--- src/rtl/sdram_play_fetcher.sv ---
// Playback fetcher: streams a run of samples from the SDRAM play port into a small FIFO
// and returns one sample per DAC request, counting requests that find the FIFO empty.
module sdram_play_fetcher #(
    parameter int unsigned ADDR_W     = 23,
    parameter int unsigned DATA_W     = 16,
    parameter int unsigned FIFO_DEPTH = 8,
    parameter int unsigned UCNT_W     = 8
) (
    input  logic              i_clk,
    input  logic              i_rst_n,
    input  logic              i_start,
    input  logic              i_stop,
    input  logic [ADDR_W-1:0] i_start_addr,
    input  logic [ADDR_W-1:0] i_length,
    input  logic              i_sample_req,
    output logic [DATA_W-1:0] o_sample,
    output logic              o_sample_valid,
    output logic              o_busy,
    output logic              o_done,
    output logic [UCNT_W-1:0] o_underrun_cnt,
    output logic              play_read,
    output logic [ADDR_W-1:0] play_addr,
    input  logic [DATA_W-1:0] play_readdata,
    input  logic              play_read_finished
);

    localparam int unsigned PTR_W = (FIFO_DEPTH > 1) ? $clog2(FIFO_DEPTH) : 1;
    localparam int unsigned CNT_W = PTR_W + 1;

    localparam logic [1:0] IDLE  = 2'd0;
    localparam logic [1:0] ISSUE = 2'd1;
    localparam logic [1:0] WAIT  = 2'd2;
    localparam logic [1:0] DRAIN = 2'd3;

    logic [1:0]        state_q, state_d;
    logic [ADDR_W-1:0] addr_q, addr_d;
    logic [ADDR_W-1:0] rem_q, rem_d;
    logic              stop_pend_q, stop_pend_d;
    logic              done_q, done_d;
    logic              busy_q, busy_d;
    logic              read_q, read_d;
    logic [UCNT_W-1:0] ucnt_q, ucnt_d;
    logic [DATA_W-1:0] sample_q, sample_d;
    logic              valid_q, valid_d;
    logic [PTR_W-1:0]  wr_ptr_q, wr_ptr_d;
    logic [PTR_W-1:0]  rd_ptr_q, rd_ptr_d;
    logic [CNT_W-1:0]  cnt_q, cnt_d;
    logic [DATA_W-1:0] mem_q [FIFO_DEPTH];

    logic push;
    logic pop;
    logic flush;
    logic clr_ucnt;

    // Next-state, FIFO control and sample path
    always_comb begin
        state_d     = state_q;
        addr_d      = addr_q;
        rem_d       = rem_q;
        stop_pend_d = stop_pend_q;
        done_d      = 1'b0;
        push        = 1'b0;
        flush       = 1'b0;
        clr_ucnt    = 1'b0;

        case (state_q)
            IDLE: begin
                if (i_start && !i_stop) begin
                    addr_d   = i_start_addr;
                    rem_d    = i_length;
                    clr_ucnt = 1'b1;
                    if (i_length == '0) begin
                        done_d = 1'b1;
                    end else begin
                        state_d = ISSUE;
                    end
                end
            end
            ISSUE: begin
                if (i_stop) begin
                    flush   = 1'b1;
                    state_d = IDLE;
                end else if (cnt_q < CNT_W'(FIFO_DEPTH)) begin
                    state_d = WAIT;
                end
            end
            WAIT: begin
                // A bus read is always completed; a pending stop only discards its data
                if (i_stop) begin
                    stop_pend_d = 1'b1;
                end
                if (play_read_finished) begin
                    if (stop_pend_q || i_stop) begin
                        flush       = 1'b1;
                        stop_pend_d = 1'b0;
                        state_d     = IDLE;
                    end else begin
                        push    = 1'b1;
                        addr_d  = addr_q + ADDR_W'(1);
                        rem_d   = rem_q - ADDR_W'(1);
                        state_d = (rem_q == ADDR_W'(1)) ? DRAIN : ISSUE;
                    end
                end
            end
            DRAIN: begin
                if (i_stop) begin
                    flush   = 1'b1;
                    state_d = IDLE;
                end else if (cnt_q == '0) begin
                    done_d  = 1'b1;
                    state_d = IDLE;
                end
            end
            default: state_d = IDLE;
        endcase

        busy_d = (state_d != IDLE);
        read_d = (state_d == WAIT);

        pop      = i_sample_req && (cnt_q != '0);
        valid_d  = i_sample_req;
        sample_d = pop ? mem_q[rd_ptr_q] : '0;

        ucnt_d = ucnt_q;
        if (clr_ucnt) begin
            ucnt_d = '0;
        end else if (i_sample_req && (cnt_q == '0) && busy_q && (ucnt_q != {UCNT_W{1'b1}})) begin
            ucnt_d = ucnt_q + UCNT_W'(1);
        end

        if (flush) begin
            wr_ptr_d = '0;
            rd_ptr_d = '0;
            cnt_d    = '0;
        end else begin
            wr_ptr_d = wr_ptr_q + PTR_W'(push);
            rd_ptr_d = rd_ptr_q + PTR_W'(pop);
            cnt_d    = cnt_q + CNT_W'(push) - CNT_W'(pop);
        end
    end

    always_ff @(posedge i_clk or negedge i_rst_n) begin
        if (!i_rst_n) begin
            state_q     <= IDLE;
            addr_q      <= '0;
            rem_q       <= '0;
            stop_pend_q <= 1'b0;
            done_q      <= 1'b0;
            busy_q      <= 1'b0;
            read_q      <= 1'b0;
            ucnt_q      <= '0;
            sample_q    <= '0;
            valid_q     <= 1'b0;
            wr_ptr_q    <= '0;
            rd_ptr_q    <= '0;
            cnt_q       <= '0;
        end else begin
            state_q     <= state_d;
            addr_q      <= addr_d;
            rem_q       <= rem_d;
            stop_pend_q <= stop_pend_d;
            done_q      <= done_d;
            busy_q      <= busy_d;
            read_q      <= read_d;
            ucnt_q      <= ucnt_d;
            sample_q    <= sample_d;
            valid_q     <= valid_d;
            wr_ptr_q    <= wr_ptr_d;
            rd_ptr_q    <= rd_ptr_d;
            cnt_q       <= cnt_d;
        end
    end

    // Sample storage needs no reset; occupancy is tracked by cnt_q
    always_ff @(posedge i_clk) begin
        if (push) begin
            mem_q[wr_ptr_q] <= play_readdata;
        end
    end

    assign o_sample       = sample_q;
    assign o_sample_valid = valid_q;
    assign o_busy         = busy_q;
    assign o_done         = done_q;
    assign o_underrun_cnt = ucnt_q;
    assign play_read      = read_q;
    assign play_addr      = addr_q;

endmodule

--- config.mk ---
export PLATFORM = sky130hd
export DESIGN_NAME = sdram_play_fetcher
export DESIGN_NICKNAME = d
export VERILOG_FILES = /design/src/rtl/sdram_play_fetcher.sv
export SDC_FILE = /design/constraint.sdc
export NUM_CORES = 1
export LEC_CHECK = 0
export ABC_AREA = 1
export BUFFER_PORTS_ARGS = -buffer_cell sky130_fd_sc_hd__buf_4
export CORE_MARGIN = 3
export CORE_UTILIZATION = 23
export DETAILED_ROUTE_END_ITERATION = 8
export PLACE_DENSITY = 0.49
export SKIP_CTS_REPAIR_TIMING = 1
export SYNTH_ARGS = -nofsm -noshare
export SYNTH_HDL_FRONTEND = slang
export SYNTH_SLANG_ARGS = --single-unit
--- constraint.sdc ---
create_clock -name i_clk -period 8.4 [get_ports i_clk]
set_input_delay 0.84 -clock i_clk [delete_from_list [all_inputs] [get_ports i_clk]]
set_output_delay 0.84 -clock i_clk [all_outputs]
set_load 0.02 [all_outputs]
* After elaboration in Yosys (flattened, before gate mapping)
Memory sizes are Yosys's and may differ from the RTL's. Index checks and enable logic that the tools add are counted.
Operators by class: $add $sub $neg 7, order comparisons 1, equal/unequal tests 9, mux-type cells 43, reduce and logical (&&, ||, !) cells 16
Operators with widths (count):
- two-way mux 23 bit | 6
- one-hot mux 23 bit (2 select lines) | 2
- adder 23 x 1 -> 23 bit (second input constant) | 1
- equality test 23 x 1 -> 1 bit (second input constant) | 1
- logical NOT 23 bit | 1
- subtractor 23 x 1 -> 23 bit (second input constant) | 1
- two-way mux 2 bit | 9
- two-way mux 1 bit | 17
- two-way mux 16 bit | 1
- two-way mux 8 bit | 2
- adder 8 x 1 -> 8 bit (second input constant) | 1
- != test 8 bit (second input constant) | 1
- one-hot mux 2 bit (4 select lines) | 1
- adder 3 x 1 -> 3 bit | 2
- equality test 2 bit (second input constant) | 3
- two-way mux 3 bit | 2
- != test 2 bit (second input constant) | 3
- nonzero test 2 bit | 3
- logical AND 1 bit | 5
- adder 4 x 1 -> 4 bit | 1
- logical NOT 4 bit | 1
- less-than comparator 4 bit (second input constant) | 1
- two-way mux 4 bit | 1
- one-hot mux 1 bit (2 select lines) | 2
- 8 further kinds | 8
Word-level totals: register bits 87, bits in writable memories 128, bits of input ports 68, output and inout bits 51, logic and storage cells 90, memories kept 1
Memory list:
- mem_q | depth 8, bits a word 16, rd ports 1, clocked after memory_dff 0, write ports 1, RTL line 48 | logic [DATA_W-1:0] mem_q [FIFO_DEPTH];

* Depth between registers and ports, before layout
Gate-level depths: netlist (run 1).
word-level depth 7, gate-level depth with buffers 12, gate-level depth less buffers 11

* Worst setup path after synthesis (run 1)
Ideal clock, no wire load.
kind in2reg, from input port i_stop, to memory mem_q[6][0], enable pin, setup time 409 ps, arrival 2514 ps, data required time 7991 ps, slack 5477 ps, cell stages on the path 4, path buffers 0, cell sequence nor2_4 > nand3_2 > or2_2 > nor3_1
On the way: word-level cells in the longest chain between the ends 6
Ends and longest elaborated chain:
- start: declaration | RTL line 12 | input logic i_stop,
- logical OR 1 bit | RTL line 93 | if (stop_pend_q || i_stop) begin
- two-way mux 1 bit | RTL line 93
- two-way mux 1 bit | RTL line 92 | if (play_read_finished) begin
- two-way mux 1 bit | RTL line 66 | case (state_q)
- two-way mux 1 bit | RTL line 176 | if (push) begin
- two-way mux 1 bit (implied by the code) | RTL line 177 | mem_q[wr_ptr_q] <= play_readdata;
- end: declaration | RTL line 48
Every way passes these cells.

* Worst setup path after layout (run 1)
from register state_q[0], to register addr_q[8], in the netlist play_addr[8]
On the way: word-level cells in the longest chain between the ends 3, elaborated cells on any way between the ends 8, classes of those cells eq/ne: 4; mux: 1; reduce/logical: 3
Ends and longest elaborated chain:
- start: declaration | RTL line 35 | logic [1:0] state_q, state_d;
- start signal: assignment | RTL line 158 | state_q <= state_d;
- equality test 2 bit or logical NOT 2 bit (tied branches) | RTL line 66
- != test 2 bit (no source line) or nonzero test 2 bit (tied branches)
- AND reduction 4 bit (no source line)
- end signal: assignment | RTL line 159 | addr_q <= addr_d;
- end: declaration | RTL line 36 | logic [ADDR_W-1:0] addr_q, addr_d;
Parallel ways exist; a longest one is shown, timed or not. A chain may end at the register's enable or synchronous reset.

==> summary.txt, run 1 <==
via count of the first global-routing pass - 7875
measured slew at the worst slew-check pin - 1.146 ns
kind of cell adding the most delay to the critical path - buffers and inverters
Crit path arrival time - 3.85 ns
hold slack - 0.2752 ns
final core occ - 0.2870
Tightest Hold Check Type - input pin to async pin
total of warnings raised by yosys - 0
distinct cell type count after synthesis - 40
outcome - finished clean
ratio of total power to cell area - 327.6 mW/mm2
final-stage net count - 1356
worst setup skew after layout - 0.01090 ns
average wire length per cell after detail routing - 15.65 um
area taken by flip-flops and latches - 0.006022 mm2
most common cell type on the critical path - o21ai_0
initial core utilization - 0.2330
clk sink count - 215
Setup TNS Final - 0 ns
setup repair after global routing missed its margin - false
share of layout cells above drive strength 1 - 0.1473
Row Count - 77
biggest cell delay along the critical path - 0.70 ns
DIE HEIGHT - 217.9 um
core area - 0.04432 mm2
area after detailed placement - 0.01186 mm2
crit share post-route - 0.4030
io pins - 119
H-Tree Depth - 1
summed instance area of the synthesized netlist - 0.01033 mm2
antenna violations before repair - 1
Highest Clock Rate - 295.4 MHz
peak supply drop - 0.1666 mV
post-route ant nets - 0
number of CTS-inserted buffers - 26
post-route total power - 0.004167 W
sequential share of the synthesized area - 0.5831
worst-path cell with the longest stage delay - inv_2
router iterations before antenna repair - 5
average vias per placed instance - 4.352
area added between synthesis and finish - 23.18%
Total Die Area - 0.04747 mm2
clock transition at the registers of the reported paths - 0.06 ns
instance count of the mapped netlist - 1155
number of slew-limit violations in the final report - 0
TritonCTS clock tree - done
register-to-register path setup slack - 5.01 ns
buffering stage count on the worst path with inverters included - 3
initial DRC count - 625
die width - 217.9 um
ANT cells - 0
gr ovfl total - 0
synthesis-stage register bit count - 215
tightest slew margin relative to the limit - 0.2346
Final Wtd Congestion - 0.8441
worst-path maximum fanout - 79
Data required, critical path - 8.87 ns
maximum buffer depth of the clock tree - 3
first-pass GRT wire length - 45830 um
synthesized area per cell - 8.940 um2
root cell of the clock tree - clkbuf_16
Setup Crit Path Kind - flip-flop to flip-flop
DP Wirelength - 18400 um
post-detailed-route DRC marker count - 0
number of buffers added on ports - 118
final design instance area without fill - 0.01272 mm2
Final Hold Violating Endpoints - 0
footprint of the multi-input gates - 0.003795 mm2
max-cap check violation count - 0
number of setup violations in the final report - 0
largest net degree at the start of global routing - 80
ordered cell list for the critical path - inv_1 -> ha_2 -> buf_4 -> nand3_2 -> o21ai_2 -> nand2_4 -> inv_2 -> o21ai_0 -> o21ai_0
gr usage total - 0.1219
CP startpoint kind - flip-flop
clock latency reported for the late side of the worst-skew pair - 0.55 ns
leakage power summed over all cells - 5.113 nW
final worst path period need - 3.386 ns
fill cell total of the finished layout - 4701
Post-Synthesis Net Count - 1241
total wire length - 29450 um
total via count in the routed design - 8191
critical path capture point type - flip-flop
metal layers:
layer / global-route usage / share of wire
met1: 0.1671 / 0.46
met2: 0.2029 / 0.47
met3: 0.02466 / 0.058
met4: 0.01957 / 0.016
met5: 0 / 0.00068
layout by cell type (no fill, tap or decap), types with 3 or more instances in the layout:
cell	n
nand4_1	16
buf_4	131
a31oi_1	3
o21ai_0	117
xor2_1	7
edfxtp_1	128
nor2_1	276
o21ai_1	16
clkbuf_8	4
inv_1	80
clkinv_2	5
xnor2_1	5
nand3b_1	7
ha_1	16
nor3_1	4
nand2_1	233
a21oi_1	17
inv_2	4
nor2_2	3
o211ai_1	4
o32ai_1	16
clkbuf_16	26
dfrtp_1	86
clkbuf_1	8
nand3_1	51
metrics by stage:
step | worst slack, ns | instances
after floorplan | 5.477 | 1155
after CTS | 4.943 | 1882
after global routing | 4.654 | 1882
after detailed placement | 4.971 | 1834
after global placement | 5.129 | 1834
final | 5.014 | 1882
logic make-up after synthesis:
group	share of synthesized area
and+or+nand+nor	0.2374
buffers and inverters	0.05065
xor gates and xnor gates	0.01018
adders and majority gates	0.02254
DFF	0.5831
AOI/OAI and AO/OA	0.09621
worst reg2reg max path, cell delays in order, from the launching register on:
cell,delay [ns]
dfrtp_1,0.43
inv_1,0.13
ha_2,0.17
buf_4,0.64
nand3_2,0.31
o21ai_2,0.15
nand2_4,0.37
inv_2,0.70
o21ai_0,0.21
o21ai_0,0.19
final timing paths:
| check | startpoint | to | cells after the start |
|---|---|---|---|
| min | i_rst_n | play_addr[13] | 1 |
| max | state_q[0] | play_addr[8] | 9 |
| max in group asynchronous | i_rst_n | rd_ptr_q[0] | 2 |
| min in group i_clk | i_sample_req | o_sample_valid | 1 |
| min reg2reg | rem_q[22] | rem_q[22] | 2 |
| max reg2reg | state_q[0] | play_addr[8] | 9 |
final cells by class:
cell class / count / area share
Clock buffer: 38 / 0.05784
Clock inverter: 10 / 0.01003
Inverter: 84 / 0.02479
Multi-Input combinational cell: 812 / 0.2983
Sequential cell: 215 / 0.4734
Tap cell: 592 / 0.05823
Timing Repair Buffer: 131 / 0.07732
sequential cells by signal, indices dropped and copies added, names as in the netlist:
| signal | cells |
|---|---|
| cnt_q | 4 |
| mem_q | 128 |
| o_busy | 1 |
| o_done | 1 |
| o_sample | 16 |
| o_sample_valid | 1 |
| o_underrun_cnt | 8 |
| play_addr | 23 |
| play_read | 1 |
| rd_ptr_q | 3 |
| rem_q | 23 |
| state_q | 2 |
| stop_pend_q | 1 |
| wr_ptr_q | 3 |
Yosys cell counts:
cell / instances / area [um2]
a21boi_0: 1 / 7.510
a21oi_1: 17 / 85.08
a21oi_2: 1 / 8.760
a31oi_1: 3 / 18.77
buf_1: 5 / 18.77
buf_2: 16 / 80.08
buf_4: 2 / 15.01
buf_6: 2 / 22.52
clkbuf_1: 19 / 71.32
dfrtp_1: 87 / 2177
edfxtp_1: 128 / 3844
fa_1: 1 / 20.02
ha_1: 17 / 212.7
inv_1: 80 / 300.3
inv_2: 4 / 15.01
nand2_1: 233 / 874.6
nand2_2: 1 / 6.260
nand2_4: 1 / 11.26
nand3_1: 51 / 255.2
nand3_2: 1 / 10.01
nand3b_1: 7 / 52.55
nand4_1: 16 / 100.1
nor2_1: 276 / 1036
nor2_2: 3 / 18.77
nor2_4: 2 / 22.52
nor3_1: 6 / 30.03
nor3b_1: 2 / 15.01
nor4_1: 1 / 6.260
o211ai_1: 4 / 30.03
o21a_1: 1 / 7.510
o21ai_0: 117 / 585.6
o21ai_1: 16 / 80.08
o21ai_2: 1 / 8.760
o21bai_1: 1 / 7.510
o22ai_1: 1 / 6.260
o31ai_1: 1 / 7.510
o32ai_1: 16 / 140.1
or2_2: 2 / 12.51
xnor2_1: 5 / 43.79
xor2_1: 7 / 61.31
where the power goes:
| part | total (W) | internal (W) | switching (W) |
|---|---|---|---|
| clock network | 0.00113 | 0.000672 | 0.000459 |
| logic | 0.00152 | 0.000528 | 0.000988 |
| registers | 0.00152 | 0.00131 | 0.000209 |
| total | 0.00417 | 0.00251 | 0.00166 |
(Power assumes the default switching activity.)
==> run 2, diff against run 1 <==
PLACE_DENSITY = 0.51   (was 0.49)
clock period = 2.8 ns   (was 8.4 ns; I/O delays follow)
==> run 2 against run 1 <==
- the run now ends with hold timing left
- clock skew is 0.0018 ns higher
- wire length is 3.7% lower
- utilization grew 0.65 points
- die area unchanged
- via count increased by 2.4%
- count of clock-buffer cells in the layout increased by 1
- sequential share of layout area shrank 1.0 points
- hold slack got worse by 0.28 ns
- clock power rose to 2.8 times the previous value
- global-route usage decreased by 0.40 points
- critical path type unchanged
==> summary.txt, run 2 (synthesis gave the netlist of run 1 again) <==
final core occ - 0.2935 (+0.006493)
ratio of total power to cell area - 954.7 mW/mm2 (+190%)
most common library cell in the layout ignoring fill and taps - nor2_1
Setup Crit Path Kind - flip-flop to flip-flop
number of slew-limit violations in the final report - 0 (unchanged)
post-route ant nets - 0 (unchanged)
number of setup violations in the final report - 0 (unchanged)
total wire length - 28350 um (-3.7%)
clock latency reported for the late side of the worst-skew pair - 0.55 ns (about the same)
most frequent cells in the layout - nor2_1, nand2_1, buf_4
CP Capture Point - cnt_q[2]
kind of cell adding the most delay to the critical path - adder cells
H-Tree Depth - 1 (unchanged)
initial DRC count - 588 (-5.9%)
share of layout cells above drive strength 1 - 0.1518 (+0.004526)
worst-path maximum fanout - 6 (-92%)
initial core utilization - 0.2330 (unchanged)
measured slew at the worst slew-check pin - 0.7632 ns (-0.3831 ns)
final design instance area without fill - 0.01301 mm2 (+2.3%)
first-pass GRT wire length - 44790 um (-2.3%)
fill cell total of the finished layout - 4708 (+0.15%)
final-stage net count - 1391 (+2.6%)
die width - 217.9 um (unchanged)
final worst path period need - 2.266 ns (-1.120 ns)
io pins - 119 (unchanged)
crit share post-route - 0.8092 (+0.4062)
buffering stage count on the worst path with inverters included - 2 (-1)
Switching Power - 0.004893 W (+200%)
worst setup skew after layout - 0.01270 ns (+0.001799 ns)
clk sink count - 215 (unchanged)
Tightest Hold Check Type - input pin to flip-flop
CP startpoint kind - flip-flop
combinational power share - 0.377 (+0.013)
Crit path arrival time - 2.67 ns (-1.18 ns)
TritonCTS clock tree - done
number of CTS-inserted buffers - 26 (unchanged)
Post-Place Setup Slack - 0.5352 ns (-4.436 ns)
peak supply drop - 0.4455 mV (+170%)
clock transition at the registers of the reported paths - 0.06 ns (about the same)
share of total power in the clock network - 0.258 (-0.014)
sequential share of power - 0.365 (about the same)
Data required, critical path - 3.20 ns (-5.67 ns)
cell internal power dissipation - 0.007525 W (+200%)
antenna violations before repair - 0 (-1)
number of buffers added on ports - 118 (unchanged)
hold slack - -0.007051 ns (-0.2823 ns)
share of total power consumed by net switching - 0.3940 (-0.003422)
ordered cell list for the critical path - inv_1 -> ha_2 -> nand3_2 -> ha_1 -> inv_1 -> ha_1 -> fa_1 -> xnor2_1 -> nor2_1
outcome - finished, violations left
Final Wtd Congestion - 0.8530 (+1.1%)
post-detailed-route DRC marker count - 0 (unchanged)
Total Die Area - 0.04747 mm2 (unchanged)
total via count in the routed design - 8389 (+2.4%)
ANT cells - 0 (unchanged)
core area - 0.04432 mm2 (unchanged)
Highest Clock Rate - 441.3 MHz (+49%)
reg2reg end - cnt_q[2]
violated checks - hold timing
Row Count - 77 (unchanged)
Final Hold Violating Endpoints - 1 (+1)
startpoint of the worst setup timing path - state_q[0]
area added between synthesis and finish - 25.97%
register-to-register path setup slack - 0.53 ns (-4.48 ns)
DP Wirelength - 19320 um (+5.0%)
leakage power summed over all cells - 5.255 nW (+2.8%)
root cell of the clock tree - clkbuf_16
biggest cell delay along the critical path - 0.43 ns (-0.27 ns)
worst reg2reg startpoint - state_q[0]
area after detailed placement - 0.01200 mm2 (+1.2%)
max FFs per register - 128 (unchanged)
gr ovfl total - 0 (unchanged)
critical path capture point type - flip-flop
largest net degree at the start of global routing - 75 (-6.3%)
setup repair after global routing missed its margin - false
max-cap check violation count - 0 (unchanged)
maximum buffer depth of the clock tree - 3 (unchanged)
Setup TNS Final - 0 ns (unchanged)
router iterations before antenna repair - 7 (+2)
tightest slew margin relative to the limit - 0.4912 (+0.2565)
via count of the first global-routing pass - 8070 (+2.5%)
average vias per placed instance - 4.378 (+0.60%)
DIE HEIGHT - 217.9 um (unchanged)
average wire length per cell after detail routing - 14.80 um (-5.4%)
register name with the most flops - mem_q
worst-case setup margin in the final layout - 0.5342 ns (-4.480 ns)
Worst path depth - 9 (unchanged)
worst-path cell with the longest stage delay - dfrtp_1
gr usage total - 0.1179 (-0.004025)
Register-to-Register Path Depth - 9 (unchanged)
run 2: cell count changes in the layout (fill, tap and decap cells not counted), sizes merged:
cell and delta:
buf +16, bufinv -1, clkbuf +1, dlygate4sd3 +19, inv -1
run 2: power by group through the flow:
stage,clock (W),combinational (W),sequential [W]
after floorplan,0,0.00292,0.00476
after global placement,0,0.00468,0.00458
after detailed placement,0,0.00473,0.00458
after CTS,0.00332,0.00475,0.00453
after global routing,0.00344,0.00533,0.00462
final,0.00321,0.00468,0.00453
run 2: worst min path at each step:
| stage | startpoint | endpoint | slack, ns | depth (start not counted) |
|---|---|---|---|---|
| final | i_start_addr[4] | play_addr[4] | -0.007 | 3 |
| after global routing | i_start_addr[1] | play_addr[1] | 0.02 | 3 |
| after CTS | i_rst_n | rem_q[17] | -0.27 | 1 |
| after detailed placement | i_rst_n | rem_q[17] | 0.31 | 1 |
| after global placement | i_rst_n | play_addr[15] | 0.31 | 1 |
| after floorplan | i_rst_n | cnt_q[0] | -0.02 | 0 |
run 2: layer usage:
| layer | global-route usage | routed length [um] |
|---|---|---|
| met1 | 0.1581 | 12980 |
| met2 | 0.1929 | 13000 |
| met3 | 0.02689 | 1605 |
| met4 | 0.02979 | 764 |
| met5 | 0 | 0 |
run 2: through the flow:
| step | std cells | power, W |
|---|---|---|
| floorplan | 1155 | 0.007681 |
| global placement | 1850 | 0.009258 |
| detailed placement | 1850 | 0.009308 |
| CTS | 1897 | 0.01259 |
| global route | 1916 | 0.01339 |
| finish | 1916 | 0.01242 |
run 2: worst register-to-register path, cell delays in order (launching register included):
cell and delay, ns:
dfrtp_1 0.43, inv_1 0.12, ha_2 0.26, nand3_2 0.18, ha_1 0.32, inv_1 0.04, ha_1 0.19, fa_1 0.38
xnor2_1 0.16, nor2_1 0.06
run 2: final cells by class:
| class | instances | area, um2 | area share |
|---|---|---|---|
| Multi-Input combinational cell | 812 | 3795 | 0.2917 |
| Clock buffer | 39 | 729.5 | 0.05608 |
| Tap cell | 592 | 740.7 | 0.05694 |
| Timing Repair Buffer | 166 | 1319 | 0.1014 |
| Sequential cell | 215 | 6022 | 0.4630 |
| Inverter | 84 | 315.3 | 0.02424 |
| Clock inverter | 8 | 86.33 | 0.006637 |
